$ cat config.mk
export PLATFORM = sky130hd
export DESIGN_NAME = conv_viterbi_decoder
export DESIGN_NICKNAME = d
export VERILOG_FILES = /design/src/rtl/conv_code_pkg.sv /design/src/rtl/viterbi_acs.sv /design/src/rtl/conv_viterbi_decoder.sv
export SDC_FILE = /design/constraint.sdc
export NUM_CORES = 1
export LEC_CHECK = 0
export ABC_AREA = 0
export BUFFER_PORTS_ARGS = -buffer_cell sky130_fd_sc_hd__buf_2
export CAP_MARGIN = 20
export CORE_AREA = 2 2 153 155
export DETAILED_ROUTE_END_ITERATION = 12
export DIE_AREA = 0 0 155 157
export PLACE_DENSITY = 0.47
export SLEW_MARGIN = 0
export SYNTH_ARGS = -nofsm -noshare
export SYNTH_HDL_FRONTEND = slang
export SYNTH_SLANG_ARGS = --single-unit
$ cat constraint.sdc
create_clock -name ck -period 9.3 [get_ports ck]
set_input_delay 0.465 -clock ck [delete_from_list [all_inputs] [get_ports ck]]
set_output_delay 0.465 -clock ck [all_outputs]
set_load 0.005 [all_outputs]
$ cat src/rtl/conv_code_pkg.sv
// Shared constants for the rate-1/2, K=3 (7,5 octal) convolutional code.
// Used by the Viterbi decoder and by the encoder's checker: generator taps,
// trellis size, decoder FSM encoding, default decoder parameters and the
// symbol / Hamming-distance helpers.
package conv_code_pkg;

    localparam int unsigned NUM_STATES   = 4;
    localparam int unsigned ST_W         = 2;
    localparam int unsigned SYM_W        = 2;
    localparam logic [2:0]  G1           = 3'o7;
    localparam logic [2:0]  G0           = 3'o5;
    localparam int unsigned TB_DEPTH_DEF = 16;
    localparam int unsigned PM_W_DEF     = 6;

    typedef enum logic {
        FILL = 1'b0,
        RUN  = 1'b1
    } fsm_state_t;

    // Expected code symbol {c1,c0} when bit b enters the encoder in 'state'.
    function automatic logic [SYM_W-1:0] enc_symbol(input logic [ST_W-1:0] state,
                                                     input logic            b);
        logic [2:0] taps;
        taps = {b, state};
        return {^(taps & G1), ^(taps & G0)};
    endfunction

    // Hamming distance between two hard-decision symbols (0..2).
    function automatic logic [1:0] hamming(input logic [SYM_W-1:0] a,
                                           input logic [SYM_W-1:0] b);
        logic [SYM_W-1:0] d;
        d = a ^ b;
        return 2'(d[1]) + 2'(d[0]);
    endfunction

endpackage

$ cat src/rtl/viterbi_acs.sv
// Add-compare-select for one trellis state.
// Ports:
//   sym            received hard-decision symbol
//   exp_a, exp_b   expected symbols on the branches from predecessors a (lower
//                  index) and b
//   pm_a, pm_b     current path metrics of the two predecessors
//   surv_a, surv_b current survivors of the two predecessors
//   dec            information bit decided by entering this state
//   pm_c           new (un-normalized) path metric, combinational
//   surv_c         new survivor, combinational
module viterbi_acs
    import conv_code_pkg::*;
#(
    parameter int unsigned PM_W     = PM_W_DEF,
    parameter int unsigned TB_DEPTH = TB_DEPTH_DEF
) (
    input  logic [SYM_W-1:0]    sym,
    input  logic [SYM_W-1:0]    exp_a,
    input  logic [SYM_W-1:0]    exp_b,
    input  logic [PM_W-1:0]     pm_a,
    input  logic [PM_W-1:0]     pm_b,
    input  logic [TB_DEPTH-1:0] surv_a,
    input  logic [TB_DEPTH-1:0] surv_b,
    input  logic                dec,
    output logic [PM_W-1:0]     pm_c,
    output logic [TB_DEPTH-1:0] surv_c
);

    logic [PM_W-1:0] cand_a;
    logic [PM_W-1:0] cand_b;
    logic            pick_b;

    assign cand_a = pm_a + PM_W'(hamming(sym, exp_a));
    assign cand_b = pm_b + PM_W'(hamming(sym, exp_b));

    // Strict compare: a tie keeps the lower-index predecessor.
    assign pick_b = (cand_b < cand_a);
    assign pm_c   = pick_b ? cand_b : cand_a;

    // Shift the decided bit into the chosen survivor; the oldest bit drops out.
    assign surv_c = TB_DEPTH'({(pick_b ? surv_b : surv_a), dec});

endmodule

$ cat src/rtl/conv_viterbi_decoder.sv
// Hard-decision Viterbi decoder for the K=3 (7,5) rate-1/2 code using
// register-exchange survivors.
// Ports:
//   ck          clock, rising edge
//   rset        asynchronous active-high reset
//   cin         received symbol {c1,c0}
//   cin_valid   cin is consumed this cycle
//   bout        decoded information bit (held between valid pulses)
//   bout_valid  one-cycle pulse qualifying bout
//   pm_min      smallest path metric after the latest update
module conv_viterbi_decoder
    import conv_code_pkg::*;
#(
    parameter int unsigned TB_DEPTH = TB_DEPTH_DEF,
    parameter int unsigned PM_W     = PM_W_DEF
) (
    input  logic            ck,
    input  logic            rset,
    input  logic [1:0]      cin,
    input  logic            cin_valid,
    output logic            bout,
    output logic            bout_valid,
    output logic [PM_W-1:0] pm_min
);

    localparam int unsigned      CNT_W     = $clog2(TB_DEPTH);
    localparam logic [CNT_W-1:0] FILL_LAST = CNT_W'(TB_DEPTH - 2);
    localparam logic [PM_W-1:0]  PM_INIT   = PM_W'(2 ** (PM_W - 2));

    logic [PM_W-1:0]     pm_q     [NUM_STATES];
    logic [PM_W-1:0]     pm_acs   [NUM_STATES];
    logic [PM_W-1:0]     pm_norm  [NUM_STATES];
    logic [TB_DEPTH-1:0] surv_q   [NUM_STATES];
    logic [TB_DEPTH-1:0] surv_nxt [NUM_STATES];

    logic                all_msb;
    logic [ST_W-1:0]     min_idx;
    logic [PM_W-1:0]     min_pm;

    fsm_state_t          state_q;
    fsm_state_t          state_d;
    logic [CNT_W-1:0]    cnt_q;
    logic [CNT_W-1:0]    cnt_d;
    logic                bout_d;
    logic                bout_valid_d;

    // New state {b, x} is reached from {x,0} and {x,1}; b is the decided bit.
    for (genvar ns = 0; ns < NUM_STATES; ns++) begin : g_acs
        localparam int unsigned     PA    = 2 * (ns % 2);
        localparam int unsigned     PB    = PA + 1;
        localparam logic            DEC   = 1'(ns / 2);
        localparam logic [SYM_W-1:0] EXP_A = enc_symbol(ST_W'(PA), DEC);
        localparam logic [SYM_W-1:0] EXP_B = enc_symbol(ST_W'(PB), DEC);

        viterbi_acs #(
            .PM_W     (PM_W),
            .TB_DEPTH (TB_DEPTH)
        ) u_acs (
            .sym    (cin),
            .exp_a  (EXP_A),
            .exp_b  (EXP_B),
            .pm_a   (pm_q[PA]),
            .pm_b   (pm_q[PB]),
            .surv_a (surv_q[PA]),
            .surv_b (surv_q[PB]),
            .dec    (DEC),
            .pm_c   (pm_acs[ns]),
            .surv_c (surv_nxt[ns])
        );
    end

    // Metric normalization: subtract 2^(PM_W-1) from all once all have crossed it.
    always_comb begin
        all_msb = 1'b1;
        for (int i = 0; i < NUM_STATES; i++) begin
            all_msb = all_msb & pm_acs[i][PM_W-1];
        end
        for (int i = 0; i < NUM_STATES; i++) begin
            pm_norm[i] = pm_acs[i];
            if (all_msb) begin
                pm_norm[i][PM_W-1] = 1'b0;
            end
        end
    end

    // Best state after this update; lowest index wins a tie.
    always_comb begin
        min_idx = '0;
        min_pm  = pm_norm[0];
        for (int i = 1; i < NUM_STATES; i++) begin
            if (pm_norm[i] < min_pm) begin
                min_idx = ST_W'(i);
                min_pm  = pm_norm[i];
            end
        end
    end

    // FSM state register.
    always_ff @(posedge ck or posedge rset) begin
        if (rset) begin
            state_q <= FILL;
            cnt_q   <= '0;
        end else begin
            state_q <= state_d;
            cnt_q   <= cnt_d;
        end
    end

    // FSM next state and output decode; count saturates once RUN is entered.
    always_comb begin
        state_d      = state_q;
        cnt_d        = cnt_q;
        bout_d       = bout;
        bout_valid_d = 1'b0;
        case (state_q)
            FILL: begin
                if (cin_valid) begin
                    cnt_d = cnt_q + CNT_W'(1);
                    if (cnt_q == FILL_LAST) begin
                        state_d = RUN;
                    end
                end
            end
            RUN: begin
                if (cin_valid) begin
                    bout_d       = surv_nxt[min_idx][TB_DEPTH-1];
                    bout_valid_d = 1'b1;
                end
            end
        endcase
    end

    // Metrics, survivors and registered outputs.
    always_ff @(posedge ck or posedge rset) begin
        if (rset) begin
            for (int i = 0; i < NUM_STATES; i++) begin
                pm_q[i]   <= (i == 0) ? '0 : PM_INIT;
                surv_q[i] <= '0;
            end
            bout       <= 1'b0;
            bout_valid <= 1'b0;
            pm_min     <= '0;
        end else begin
            bout       <= bout_d;
            bout_valid <= bout_valid_d;
            if (cin_valid) begin
                for (int i = 0; i < NUM_STATES; i++) begin
                    pm_q[i]   <= pm_norm[i];
                    surv_q[i] <= surv_nxt[i];
                end
                pm_min <= min_pm;
            end
        end
    end

endmodule

# Word-level counts from Yosys, hierarchy flattened
# Cells that the tools add are included.
totals:
  out_inout_bits: 8
  elab_cells: 71
  inputBits: 5
  romBits: 0
  regBits: 95
  n_memories: 0
  latch_bits: 0
  ramBits: 0
op_classes:
  order_cmp: 8
  n_reduce_logical: 2
  n_mul: 0
  addsub: 13
  n_shift: 0
  n_mux: 26
  div: 0
  n_eq_ne: 1
  bitwise: 8
op_table:
  columns: ["op", "count"]
  rows:
  - ["$mux 15", 4]
  - ["$add 6x2->6", 8]
  - ["$lt 6x6->1", 7]
  - ["$mux 6", 7]
  - ["$bmux 16 s2", 1]
  - ["$mux 16", 2]
  - ["$mux 1", 10]
  - ["$add 1x1->2", 4]
  - ["$add 4x1->4 const B", 1]
  - ["$eq 4x4->1 const B", 1]
  - ["$mux 2", 2]
  - ["$reduce_and 2->1", 2]
  - ["$and 1x1->1", 3]
  - ["$ge 3x3->1 const B", 1]
  - ["$not 1->1", 3]
  - ["$not 2->3", 1]
  - ["$not 2->2", 1]

# Longest topological paths before layout
# Gate-level depths: netlist of run 1.
depth:
  word_depth: 19
  ltp_mapped: 38
  depth_no_buf: 37

# Cells and area by module
# From an unflattened synthesis of run 1, not the netlist that was laid out.
unflattened:
  cells_unflattened: 591
  area_unflattened_um2: 7141.8
by_module_without_submodules:
  columns: ["module", "instances", "area_per_inst_um2", "cells_each", "seq_area_each_um2"]
  rows:
  - ["conv_viterbi_decoder", 1, 4483.0, 331, 2531.2]
  - ["viterbi_acs (g_acs[0].u_acs ...)", 3, 665.6, 65, 0.0]
  - ["viterbi_acs (g_acs[1].u_acs)", 1, 661.9, 65, 0.0]

# Worst setup path after synthesis of run 1
# No wires, ideal clock.
synth_timing:
  kind: "input -> register"
  from: "in cin[0]"
  to: "reg pm_min[0]"
  t_required_ns: 9.227
  cell_stages: 37
  n_path_buf: 1
  setup_ns: 0.073
  arrival_ns: 7.389
  path_slack_ns: 1.838
  cell_sequence: "inv_1 ha_1 inv_1 ha_1 ha_1 a21oi_1 xor2_1 ha_1 a21oi_1 nand2_1 maj3_2 mux2i_1 nor2_1 nor2_1 a21oi_1 inv_1 ha_1 a21o_1 a21o_1 a21oi_1 a21boi_0 a31o_2 o21ai_0 a311oi_2 nor3_1 o31a_1 o21ai_2 mux2i_1 inv_1 ha_1 a21o_1 a21oi_1 nand4_1 o31a_1 buf_6 mux2_4 a21oi_2"
synth_via:
  word_cells_on_any_way: 35
  classes_between: "add/sub (12); order compare (7); mux (11); bitwise (5)"
synth_lines:
  columns: ["element", "line_no", "text"]
  rows:
  - ["from (decl)", "conv_viterbi_decoder.sv:19", "input logic [1:0] cin,"]
  - ["$not 1->1 (no line)", null, null]
  - ["$add 1x1->2", "conv_code_pkg.sv:33", "return 2'(d[1]) + 2'(d[0]);"]
  - ["$add 6x2->6", "viterbi_acs.sv:34", "assign cand_b = pm_b + PM_W'(hamming(sym, exp_b));"]
  - ["$lt 6x6->1", "viterbi_acs.sv:37", "assign pick_b = (cand_b < cand_a);"]
  - ["$mux 6 (*)", "viterbi_acs.sv:38", "assign pm_c = pick_b ? cand_b : cand_a;"]
  - ["named net g_acs[1].u_acs.pm_c[2]", "viterbi_acs.sv:25", "output logic [PM_W-1:0] pm_c,"]
  - ["$lt 6x6->1", "conv_viterbi_decoder.sv:91", "if (pm_norm[i] < min_pm) begin"]
  - ["$mux 6 (*)", "conv_viterbi_decoder.sv:91", null]
  - ["$lt 6x6->1", "conv_viterbi_decoder.sv:91", null]
  - ["$mux 6 (*)", "conv_viterbi_decoder.sv:91", null]
  - ["$lt 6x6->1", "conv_viterbi_decoder.sv:91", null]
  - ["$mux 6 (*)", "conv_viterbi_decoder.sv:91", null]
  - ["to (signal assigned)", "conv_viterbi_decoder.sv:151", "pm_min <= min_pm;"]
  - ["to (decl)", "conv_viterbi_decoder.sv:23", "output logic [PM_W-1:0] pm_min"]
# Mark *: on every way through the listed nets, which the timed path passes. The rest lies on a longest branch.
# A chain may end at the register's enable or synchronous reset.

# Worst setup path in the final report of run 1
layout_timing:
  from: "in cin[0]"
  to: "reg pm_min[1]"
layout_via:
  elab_chain_cells: 15
  word_cells_on_any_way: 35
  classes_between: "add/sub (12); order compare (7); mux (11); bitwise (5)"
layout_rtl:
  columns: ["element", "line_no", "text"]
  rows:
  - ["$not 2->2 (no line) / $not 1->1 (equally long branches)", null, null]
  - ["$add 1x1->2", "conv_code_pkg.sv:33", null]
  - ["$add 6x2->6", "viterbi_acs.sv:34", null]
  - ["$lt 6x6->1", "viterbi_acs.sv:37", null]
  - ["$mux 6", "viterbi_acs.sv:38", null]
  - ["$and 1x1->1 (3 in a row)", "conv_viterbi_decoder.sv:76", "all_msb = all_msb & pm_acs[i][PM_W-1];"]
  - ["$mux 1", "conv_viterbi_decoder.sv:80", "if (all_msb) begin"]
  - ["$lt 6x6->1", "conv_viterbi_decoder.sv:91", null]
  - ["$mux 6", "conv_viterbi_decoder.sv:91", null]
  - ["$lt 6x6->1", "conv_viterbi_decoder.sv:91", null]
  - ["$mux 6", "conv_viterbi_decoder.sv:91", null]
  - ["$lt 6x6->1", "conv_viterbi_decoder.sv:91", null]
  - ["$mux 6 (*)", "conv_viterbi_decoder.sv:91", null]
# Every way passes the cells marked *; elsewhere a longest branch is shown, timed or not.

==> results of run 1 <==
-- layer usage --
metal	GRT usage	part of all wire	vias to the layer above
li1	-	-	2499
met1	0.183	0.51	2279
met2	0.215	0.45	36
met3	0.0218	0.016	17
met4	0.0441	0.020	0
met5	0	0	-
-- Yosys cell counts, types with 10 or more instances --
cell      count  share of area
mux2_2       18          0.030
a21oi_1      82          0.061
inv_1        43          0.024
nand2_1      31          0.017
clkbuf_1     23          0.013
o21ai_0      28          0.021
ha_1         53          0.099
xnor2_1      21          0.027
mux2i_1      78           0.12
nor2b_1      10         0.0093
xor2_1       19          0.025
nor2_1       81          0.045
dfrtp_1      89           0.33
a21o_1       17          0.019
-- sequential cells by signal (all words and copies together), names as in the netlist --
name        count
bout            1
bout_valid      1
cnt_q           4
pm_min          6
pm_q           24
state_q         1
surv_q         55
-- through the flow --
| stage | instances | cell area, um2 | util |
|---|---|---|---|
| floorplan | 717 | 6700 | - |
| detailed placement | 983 | 6970 | 0.310 |
| global placement | 983 | 6970 | 0.310 |
| CTS | 999 | 7290 | 0.324 |
| finish | 999 | 7290 | 0.324 |
| global route | 999 | 7290 | 0.324 |
-- worst max path at each step --
| stage | from | end | slack [ns] |
|---|---|---|---|
| 2_1_floorplan | cin[0] | pm_min[0] | 1.84 |
| 3_3_place_gp | cin[0] | pm_min[1] | 0.87 |
| 3_5_place_dp | cin[0] | pm_min[1] | 0.82 |
| 4_1_cts | cin[0] | pm_min[1] | 1.16 |
| 5_1_grt | cin[0] | pm_min[1] | 0.61 |
| 6_report | cin[0] | pm_min[1] | 1.15 |
-- cell families (layout without fill, tap and decap cells) --
logic type      count (synthesis)  count (layout)
simple gates                  177             177
compound gates                173             173
mux                            97              97
flops                          92              92
buf+inv                        83              80
fa+ha+maj                      55              55
xor+xnor                       40              40
-- final cells by class --
type	instances	area (um2)
timing repair buffer	19	115
sequential	92	2310
fill	2354	15200
multi-input combinational	542	4020
inverter	45	171
tap	285	357
clock buffer	11	253
clock inverter	5	66.3
==> results.toml, run 1 <==
[yosys]
synth-compound-area-share = 0.165
synth_top_family_by_area = "compound AO/OA/AOI/OAI gates"
synthXorXnorAreaFrac = 0.0523
syn-num-nets = 775
ys_warn_count = 0
async_flop_share = 1.00
ys_types = 73
synth-simple-area-share = 0.130
synth_edf_count = 0
synth_mux_area_frac = 0.149
synth-seq-area-share = 0.344
ys_seq_elements = 92
avgSynthCellArea_um2 = 9.34
netlist_instances = 717
synth-main-ff-cell = "dfrtp_1"
netlist_area_um2 = 6700
synth-adder-area-share = 0.102

[clock_tree]
cts_buffers = 9
clock_path_buffers = 2
post_cts_resized = 0
cts_setup_buffers = 0
cts_root_buf = "clkbuf_16"
cts.sinks = 92
clk_pin_slew_ns = 0.07
cts_hold_buf = 0
h-tree-depth = 3
cts_tree = "done"
insertion_delay_ns = 0.35

[cells_and_area]
drive_gt1_frac = 0.119
diodes = 0
final_common_cell = "dfrtp_1"
nets = 767
syn_to_final_growth_pct = 8.81
most-common-layout-cells = "dfrtp_1, a21oi_1, nor2_1"

[setup_path]
r2r_start = "pm_q[18]"
r2r_setup_slack_ns = 1.43
r2r_end = "pm_min[1]"
crit_fanout = 8
critPathTopFamily = "compound AO/OA/AOI/OAI gates"
r2r_cells = 28
path_buf_inv = 3
crit_path_start_kind = "primary input"
crit_cells = 31
cpPeakStageDelay_ns = 0.59
cp.required_ns = 9.54
cp-end-kind = "flop"
slowest_stage = "o311ai_0"
worstPathArrival_ns = 8.39
crit_type = "in2reg"
critPathMostFrequentCell = "ha_1"

[place]
place_ws_ns = 0.817
port-buffer-count = 12
place.gp.congestion = 0.832
place_hpwl_um = 11200

[hold_path]
min_path_type = "in2async"

[run_status]
status = "completed"

[detailed_routing]
drc = 0
wire_per_inst_um = 15.3
drt_iter0_markers = 272
routed_wl_um = 15300
vias = 4831
viasPerCell = 4.84
ant_nets = 0
firstDrtPassIters = 4

[floorplan]
io_pins = 13
start_util = 0.298
rows = 55
core-area_um2 = 22500
die_x_um = 155
dieArea_um2 = 24300
die_h_um = 157

[sta]
fmax_ghz = 0.123
final.min_clock_period_ns = 8.15
layout_setup_ws_ns = 1.15
tightest_slew_ns = 0.941
finalSetupViolations = 0
final-hold-violation-count = 0
maxSlewViolCount = 0
rsz0062_at_grt = "false"
fin_crit_sh = 0.876
slew-limit-headroom = 0.373
finalSetupTns_ns = 0
fin_skew_ns = 0.00663
hold-worst-slack_ns = 0.154

[job]
cap_violations = 0

[global_routing]
grt_usage = 0.134
grt_pass1_vias = 4799
antenna_found_initial = 0
grt_pass1_wl_um = 25600
overflow = 0
grt_max_degree = 96
Power of run 1 is not shown: default switching activity piles up to over one toggle a cycle in this logic, so the estimate is an artifact.
==> run 2: changes to the inputs <==
- BUFFER_PORTS_ARGS: -buffer_cell sky130_fd_sc_hd__buf_2 -> -buffer_cell sky130_fd_sc_hd__buf_4
==> run 2 against run 1 <==
Register-to-register slack worse by 0.02 ns. Final cell count is 0.10% higher. Fmax is 0.17% lower. Clock-buffer cell count is 1 lower.
==> results.toml, run 2 (synthesis gave the netlist of run 1 again) <==
[run_status]
status = "completed"

[global_routing]
grt_pass1_wl_um = 25200
antenna_found_initial = 0
overflow = 0
grt_max_degree = 93
grt_pass1_vias = 4838
grt_usage = 0.131

[setup_path]
cp.required_ns = 9.53
crit_fanout = 8
crit_type = "in2reg"
slowest_stage = "mux2i_1"
crit_path_start_kind = "primary input"
cp-end-kind = "flop"
critPathMostFrequentCell = "ha_1"
cpPeakStageDelay_ns = 0.42
worstPathArrival_ns = 8.40

[sta]
final.min_clock_period_ns = 8.16
fin_skew_ns = 0.0116
hold-worst-slack_ns = 0.144
final-hold-violation-count = 0
finalSetupViolations = 0
fin_crit_sh = 0.878
maxSlewViolCount = 0
tightest_slew_ns = 0.884
rsz0062_at_grt = "false"
finalSetupTns_ns = 0
fmax_ghz = 0.123
slew-limit-headroom = 0.411

[cells_and_area]
drive_gt1_frac = 0.120
nets = 768
syn_to_final_growth_pct = 8.93
top_register = "surv_q"
largest_reg_flops = 55
most-common-layout-cells = "dfrtp_1, a21oi_1, nor2_1"
diodes = 0
utilization = 0.324
finalInstanceArea_um2 = 7300
top_regs = "surv_q (55), pm_q (24), pm_min (6)"
final_common_cell = "dfrtp_1"

[job]
cap_violations = 0

[place]
place.gp.congestion = 0.833
dpl-instance-area_um2 = 7010
port-buffer-count = 12
place_hpwl_um = 11100

[detailed_routing]
routed_wl_um = 15200
drt_iter0_markers = 240
viasPerCell = 4.86
vias = 4861
firstDrtPassIters = 4
drc = 0
ant_nets = 0
wire_per_inst_um = 15.2

[floorplan]
start_util = 0.298
dieArea_um2 = 24300
die_h_um = 157
rows = 55
die_x_um = 155
io_pins = 13
core-area_um2 = 22500

[clock_tree]
insertion_delay_ns = 0.35
cts_root_buf = "clkbuf_16"
cts_hold_buf = 0
cts.sinks = 92
cts_setup_buffers = 0
cts_tree = "done"
post_cts_resized = 0
clk_pin_slew_ns = 0.07
clock_path_buffers = 2
cts_buffers = 9
h-tree-depth = 3

[hold_path]
min_path_type = "in2async"
==> run 2: cell types whose count changed in the layout (fill, tap and decap cells not counted), sizes merged <==
cell      before  now
bufinv         1    0
clkinvlp       1    2
inv           47   48
buf           19   20
clkbuf        11   10
==> run 2: worst paths after layout <==
kind | startpoint | end | slack [ns] | cells past startpoint
min in group ck | cnt_q[3] | cnt_q[3] | 0.47 | 1
max in group asynchronous | rset | pm_q[6] | 8.05 | 3
hold / removal | rset | surv_q[58] | 0.14 | 2
setup reg to reg | pm_q[7] | pm_min[1] | 1.41 | 32
hold reg to reg | cnt_q[3] | cnt_q[3] | 0.47 | 1
setup / recovery | cin[0] | pm_min[1] | 1.14 | 36
==> run 2: worst max-delay path: cells and delay by family <==
| family | cells | cell delay (ns) |
|---|---|---|
| AOI/OAI and AO/OA | 15 | 3.80 |
| adders and majority gates | 7 | 1.91 |
| muxes | 4 | 1.13 |
| buffers and inverters | 5 | 0.44 |
| and+or+nand+nor | 4 | 0.43 |
| xor gates and xnor gates | 1 | 0.22 |
==> run 2: final cells by class <==
class / count / area (um2)
multi-input combinational: 542 / 4020
inverter: 45 / 171
clock buffer: 10 / 239
sequential: 92 / 2310
fill: 2354 / 15200
timing repair buffer: 20 / 150
clock inverter: 6 / 52.6
tap: 285 / 357
==> run 2: metrics by stage <==
| step | cells | worst slack, ns |
|---|---|---|
| 6_report | 1000 | 1.14 |
| 2_1_floorplan | 717 | 1.84 |
| 3_5_place_dp | 984 | 0.782 |
| 5_1_grt | 1000 | 0.574 |
| 3_3_place_gp | 984 | 0.867 |
| 4_1_cts | 1000 | 1.14 |
==> run 2: routing by layer <==
metal	GRT usage	up-vias	routed length, um
li1	-	2497	-
met1	0.177	2316	7780
met2	0.214	33	6880
met3	0.0245	15	298
met4	0.0375	0	244
met5	0	-	0
Power of run 2 is left out for the same reason.
